$ cat src/rtl/bht_update_unit_pkg.sv
// bht_update_unit_pkg: shared 2-bit counter encodings for the branch history table
package bht_update_unit_pkg;

    typedef enum logic [1:0] {
        ST_SNT = 2'b00,
        ST_WNT = 2'b01,
        ST_WT  = 2'b10,
        ST_ST  = 2'b11
    } ctr_e;

    localparam logic [1:0] CTR_RESET = ST_WNT;

endpackage

$ cat src/rtl/bht_update_unit_counter_next.sv
// bht_counter_next: 2-bit saturating counter step toward the resolved outcome
module bht_counter_next
    import bht_update_unit_pkg::*;
(
    input  logic [1:0] state,
    input  logic       taken,
    output logic [1:0] next_state
);

    assign next_state = taken ? ((state == ST_ST)  ? ST_ST  : state + 2'd1)
                              : ((state == ST_SNT) ? ST_SNT : state - 2'd1);

endmodule

$ cat src/rtl/bht_update_unit.sv
// bht_update_unit: branch history table with same-cycle bypass, mispredict flag and statistics
module bht_update_unit
    import bht_update_unit_pkg::*;
#(
    parameter int INDEX_W = 6,
    parameter int PC_W    = 32,
    parameter int STAT_W  = 32
) (
    input  logic              clk,
    input  logic              rst_n,
    input  logic              en,
    input  logic              tbl_clr,
    input  logic [PC_W-1:0]   pred_pc,
    output logic [1:0]        pred_state,
    output logic              pred_taken,
    input  logic              upd_valid,
    input  logic [PC_W-1:0]   upd_pc,
    input  logic [1:0]        upd_state_in,
    input  logic              upd_taken,
    output logic              mispredict,
    output logic [STAT_W-1:0] stat_branches,
    output logic [STAT_W-1:0] stat_mispredicts
);

    localparam int DEPTH = 1 << INDEX_W;

    logic [1:0]         tbl [DEPTH];
    logic [INDEX_W-1:0] pred_idx;
    logic [INDEX_W-1:0] upd_idx;
    logic [1:0]         next_state;
    logic               do_write;
    logic               unused_pc_bits;

    // Word-aligned PCs: the low two bits and the bits above the index never select an entry
    assign pred_idx       = pred_pc[INDEX_W+1:2];
    assign upd_idx        = upd_pc[INDEX_W+1:2];
    assign unused_pc_bits = ^{pred_pc[PC_W-1:INDEX_W+2], pred_pc[1:0],
                              upd_pc[PC_W-1:INDEX_W+2], upd_pc[1:0]};

    assign do_write   = en & upd_valid & ~tbl_clr;
    assign mispredict = upd_valid & (upd_state_in[1] != upd_taken);

    // Next state comes from the fetch-time snapshot, not a table re-read
    bht_counter_next u_next (
        .state      (upd_state_in),
        .taken      (upd_taken),
        .next_state (next_state)
    );

    // Fetch sees the value being written this cycle when both index the same entry
    always_comb begin
        pred_state = (do_write && pred_idx == upd_idx) ? next_state : tbl[pred_idx];
        pred_taken = pred_state[1];
    end

    // Counter table: reset and clear return every entry to weak-not-taken
    always_ff @(posedge clk or negedge rst_n) begin
        if (!rst_n) begin
            for (int i = 0; i < DEPTH; i++) tbl[i] <= CTR_RESET;
        end else if (tbl_clr) begin
            for (int i = 0; i < DEPTH; i++) tbl[i] <= CTR_RESET;
        end else if (do_write) begin
            tbl[upd_idx] <= next_state;
        end
    end

    // Saturating statistics for resolved branches and mispredictions
    always_ff @(posedge clk or negedge rst_n) begin
        if (!rst_n) begin
            stat_branches    <= '0;
            stat_mispredicts <= '0;
        end else if (tbl_clr) begin
            stat_branches    <= '0;
            stat_mispredicts <= '0;
        end else if (do_write) begin
            if (stat_branches != '1) stat_branches <= stat_branches + 1'b1;
            if (mispredict && stat_mispredicts != '1) stat_mispredicts <= stat_mispredicts + 1'b1;
        end
    end

endmodule

$ cat config.mk
export PLATFORM = sky130hd
export DESIGN_NAME = bht_update_unit
export DESIGN_NICKNAME = d
export VERILOG_FILES = /design/src/rtl/bht_update_unit_pkg.sv /design/src/rtl/bht_update_unit_counter_next.sv /design/src/rtl/bht_update_unit.sv
export SDC_FILE = /design/constraint.sdc
export NUM_CORES = 1
export LEC_CHECK = 0
export ABC_AREA = 1
export CORE_AREA = 5 5 131 258
export CTS_CLUSTER_SIZE = 8
export DETAILED_ROUTE_END_ITERATION = 10
export DIE_AREA = 0 0 136 263
export MAX_ROUTING_LAYER = met4
export PLACE_DENSITY_LB_ADDON = 0.05
export REMOVE_ABC_BUFFERS = 1
export SLEW_MARGIN = 15
export SYNTH_ARGS = -nofsm -noshare
export SYNTH_HDL_FRONTEND = slang
export SYNTH_SLANG_ARGS = --single-unit
$ cat constraint.sdc
create_clock -name clk -period 6.8 [get_ports clk]
set_input_delay 2.04 -clock clk [delete_from_list [all_inputs] [get_ports clk]]
set_output_delay 2.04 -clock clk [all_outputs]
set_load 0.01 [all_outputs]
# ---- Word-level counts from Yosys, hierarchy flattened
# Index checks and enable logic that the tools add are counted.
dict set report word_totals {
  elab_cells 111
  in_bits 72
  register_bits 192
}
dict set report op_classes {
  n_eq_ne 5
  reduce_logical 9
  n_bitwise 6
  order_cmp 3
  n_addsub 4
  n_mux 18
}
# op n
set ops {}
lappend ops {{2-to-1 mux 128 bit} 2}
lappend ops {{2-to-1 mux 32 bit} 6}
lappend ops {{bitwise mux 128 bit} 1}
lappend ops {{adder 32 x 1 -> 32 bit, second input constant} 2}
lappend ops {{!= test 32 bit, second input constant} 2}
lappend ops {{greater-or-equal comparator 7 bit, second input constant} 2}
lappend ops {{2-to-1 mux 2 bit} 7}
lappend ops {{NOT 6 -> 7 bit} 2}
lappend ops {{binary-select mux 2 bit (select 6 bit)} 1}
lappend ops {{demux 2 bit (select 6 bit)} 1}
lappend ops {{< comparator 7 x 1 -> 1 bit, second input constant} 1}
lappend ops {{equality test 6 bit} 1}
lappend ops {{nonzero test 2 bit} 3}
lappend ops {{AND reduction 2 bit} 2}
lappend ops {{AND 1 bit} 3}
lappend ops {{logical AND 1 bit} 3}
lappend ops {{adder 2 x 1 -> 2 bit, second input constant} 1}
lappend ops {{equality test 2 bit, second input constant} 1}
lappend ops {{zero test 2 bit} 1}
lappend ops {{subtractor 2 x 1 -> 2 bit, second input constant} 1}
lappend ops {{!= test 1 bit} 1}
lappend ops {{NOT 1 bit} 1}

# ---- Longest topological paths before layout
dict set report logic_depth {
  depth_word 8
  ltp_mapped 13
  mapped_depth_nobuf 12
}

# ---- Modules after synthesis
# Synthesis repeated with hierarchy kept, for this count alone.
dict set report unflattened {
  hier_cells 1516
  hier_area_um2 11116.9
}
# module seq_area_each_um2 cells_per_inst instances area_each_um2
set modules_own_cells {}
lappend modules_own_cells {bht_update_unit 4884.7 1510 1 11091.9}
lappend modules_own_cells {bht_counter_next 0.0 6 1 25.0}

# ---- Worst setup path after synthesis
# Ideal clock, no wire load.
dict set report synth_path {
  kind {input to output}
  startpoint {input pred_pc[3]}
  endpoint {output pred_state[1]}
  arrival_time_ns 3.401
  stages 9
  t_required_ns 4.760
  setup_slack_ns 1.359
  cell_sequence {clkbuf_1 -> clkbuf_1 -> xor2_1 -> nor4_1 -> nand3_1 -> inv_1 -> nand2_1 -> nand2_1 -> buf_4}
}
dict set report synth_via {
  elab_chain_len 5
  word_cells_on_any_way 7
  cone_classes {1 x eq/ne; 4 x mux; 1 x bitwise; 1 x reduce/logical}
}
# item line_no
set synth_lines {}
lappend synth_lines {{start, declared} bht_update_unit.sv:13} ;# input logic [PC_W-1:0] pred_pc,
lappend synth_lines {{NOT 6 -> 7 bit (not written as such)} bht_update_unit.sv:52} ;# pred_state = (do_write && pred_idx == upd_idx) ? next_state : tbl[pred_idx];
lappend synth_lines {{binary-select mux 2 bit (select 6 bit)} bht_update_unit.sv:52}
lappend synth_lines {{2-to-1 mux 2 bit (not written as such) (2 in series)} bht_update_unit.sv:52}
lappend synth_lines {{2-to-1 mux 2 bit (*)} bht_update_unit.sv:52}
lappend synth_lines {{end, declared} bht_update_unit.sv:14} ;# output logic [1:0] pred_state,
# Every way passes the cells marked *; elsewhere a longest branch is shown, timed or not. The select of a mux whose other input is x is not followed.

# ---- Worst setup path after layout
dict set report layout_path {
  startpoint {input pred_pc[4]}
  endpoint {output pred_state[1]}
}
# The elaborated chain is that of the path after synthesis.

==> results.yml <==
status:
  status: "finished, final reports clean"
clock_network:
  cts_buffers: 17
  root_buffer: "clkbuf_16"
  path_clk_slew_ns: 0.07
  postCtsSetupBuffers: 0
  tritoncts: "done"
  clkSinkCount: 192
  htreeDepth: 4
  cts.hold.buffers_added: 0
  ctsResizeCount: 0
  clk_latency_ns: 0.45
  clockBufferDepth: 2
setup_path:
  critPathMaxStageDelay_ns: 0.60
  cp-start-kind: "input pin"
  crit_path_max_fanout: 16
  cp-end-kind: "primary output"
  crit_top_cell: "nand2_1"
  timing_worst_setup_path_type: "in2out"
  critPathArrivalTime_ns: 4.35
  crit_chain: "clkdlybuf4s50_1 -> inv_1 -> buf_4 -> nand3_1 -> nand3_1 -> nand2_1 -> nand2_1 -> nand3_1 -> nand2_1 -> nand2_1 -> nand2_1 -> clkdlybuf4s50_1"
  cp_slowest_cell: "clkdlybuf4s50_1"
  r2r_start: "stat_branches[0]"
  required_ns: 4.76
  reg2reg_depth: 10
  crit_start: "pred_pc[4]"
route:
  drtIter0Drc: 579
  first_pass_iters: 5
  wirelength_um: 40800
  ant_nets: 0
  avgRoutedWirePerCell_um: 19.7
  drc: 0
  routed_via_density: 5.16
  vias: 10700
die:
  pin_count: 140
  num_rows: 92
  core_um2: 31400
  die-area_um2: 35800
  die_w_um: 136
  die_y_um: 263
  initial_core_util: 0.358
power_and_ir_drop:
  ir_drop_mv: 0.180
  p_leak_uw: 0.00514
  power_uw: 2580
  power_density_nw_per_um2: 196
final_layout:
  layout_common_cells: "349 x nand2_1, 209 x nor2_1, 203 x inv_1"
  drive_above_1_share: 0.0926
  final_cells: 2076
  fill_cells: 3345
  final_common_cell: "nand2_1"
  nNetsFinal: 1714
  area_growth_pct: 17.0
  utilization: 0.418
  diodes: 0
  regArea_um2: 4880
  multi_input_area_um2: 5240
worst_hold_path:
  min_path_cells: 2
  min_from: "tbl[126]"
  hold_path.class: "reg2reg"
logic_synthesis:
  synth_cells: 1583
  synth.avg_cell_area_um2: 7.10
  synth_seq_cells: 192
  async_flop_share: 1.00
  syn_area_um2: 11200
  synth-edff-count: 0
  synth_ff_type: "dfrtp_1"
  synthTopCellsByArea: "dfrtp_1 29%, dfstp_2 15%, nand2_1 12%, nand3_1 7.6%, nor2_1 7.0%"
  synth.top_cell.area_share: 0.285
  synth_top_area_cell: "dfrtp_1"
  synth_seq_area_share: 0.435
  synth.distinct_cells: 39
  yosys_warnings: 0
global_route:
  grt_use_total: 0.239
  grt_antenna_before_repair: 0
  grt_max_degree: 119
  grt_pass1_wl_um: 62800
  overflow: 0
  grt_pass1_vias: 10800
timing:
  fmax_mhz: 156
  drv_slew: 0
  relSlewSlack: 0.412
  min_period_ns: 6.39
  setup_slack_ns: 0.409
  rsz0062_at_grt: "false"
  tightest_slew_ns: 0.881
  setup_viol: 0
  finalSetupTns_ns: 0
  finClkSkew_ns: 0.00900
  finalHoldViolCount: 0
  finalCritPeriodShare: 0.940
placed_design:
  gp_congestion: 0.979
  dp_hpwl_um: 28700
  pre_cts_ws_ns: 0.391
  portBuffers: 87
  placed_cells: 2044
job:
  cap_violations: 0
sequential cells by signal (all words and copies together), names as in the netlist:
name / count
tbl: 128
stat_mispredicts: 32
stat_branches: 32
metrics by stage:
| step | hold slack (ns) | area [µm²] |
|---|---|---|
| 2_1_floorplan | 0.466 | 10900 |
| 3_3_place_gp | 0.478 | 12600 |
| 3_5_place_dp | 0.491 | 12600 |
| 4_1_cts | 0.502 | 13100 |
| 5_1_grt | 0.520 | 13100 |
| 6_report | 0.499 | 13100 |
logic make-up (layout without fill, tap and decap cells):
family / after synthesis / in the layout / share of synthesized area
and+or+nand+nor: 810 / 810 / 0.308
DFF: 192 / 192 / 0.435
xor gates and xnor gates: 25 / 25 / 0.0195
buffers and inverters: 283 / 353 / 0.101
adders and majority gates: 2 / 2 / 0.00223
AOI/OAI and AO/OA: 271 / 271 / 0.134
worst max-delay path, delay by kind of cell:
| kind | cells | cell delay, ns |
|---|---|---|
| and+or+nand+nor | 8 | 0.75 |
| buffers and inverters | 4 | 1.53 |
synth_stat cells, types with 6 or more instances:
master	count
inv_1	203
nand4_1	23
nand2_1	351
a21oi_1	79
nand3b_1	8
o21ai_1	14
nand3_1	171
nor3_1	29
buf_6	6
clkbuf_1	42
o31ai_1	11
dfrtp_1	128
dfstp_2	64
o21ai_0	93
buf_2	19
o21ai_2	9
nor2_1	210
inv_2	6
o22ai_1	62
xor2_1	21
cell type report:
class | instances | area share
clock buffers | 19 | 0.0337
inverters | 210 | 0.0602
repair buffers | 111 | 0.0856
flip-flops and latches | 192 | 0.372
clock inverters | 13 | 0.0104
multi-input cells | 1108 | 0.398
well taps | 423 | 0.0403
where the power goes:
part | switching, µW | total, µW | internal (µW)
Sequential | 27.8 | 1230 | 1210
Combinational | 214 | 306 | 91.8
Clock | 483 | 1040 | 553
Total | 725 | 2580 | 1850
worst paths after layout:
kind,end,slack (ns)
worst max-delay path,pred_state[1],0.41
worst min-delay path,tbl[126],0.50
worst max register to register,stat_branches[21],4.03
worst min register to register,tbl[126],0.50
max in group asynchronous,tbl[91],4.04
min in group asynchronous,stat_branches[8],1.59
routing by layer:
metal  track usage  share of wire
met1         0.248           0.37
met2         0.430           0.54
met3        0.0287          0.034
met4         0.129          0.060
met5             -              0
(Power assumes the default switching activity.)
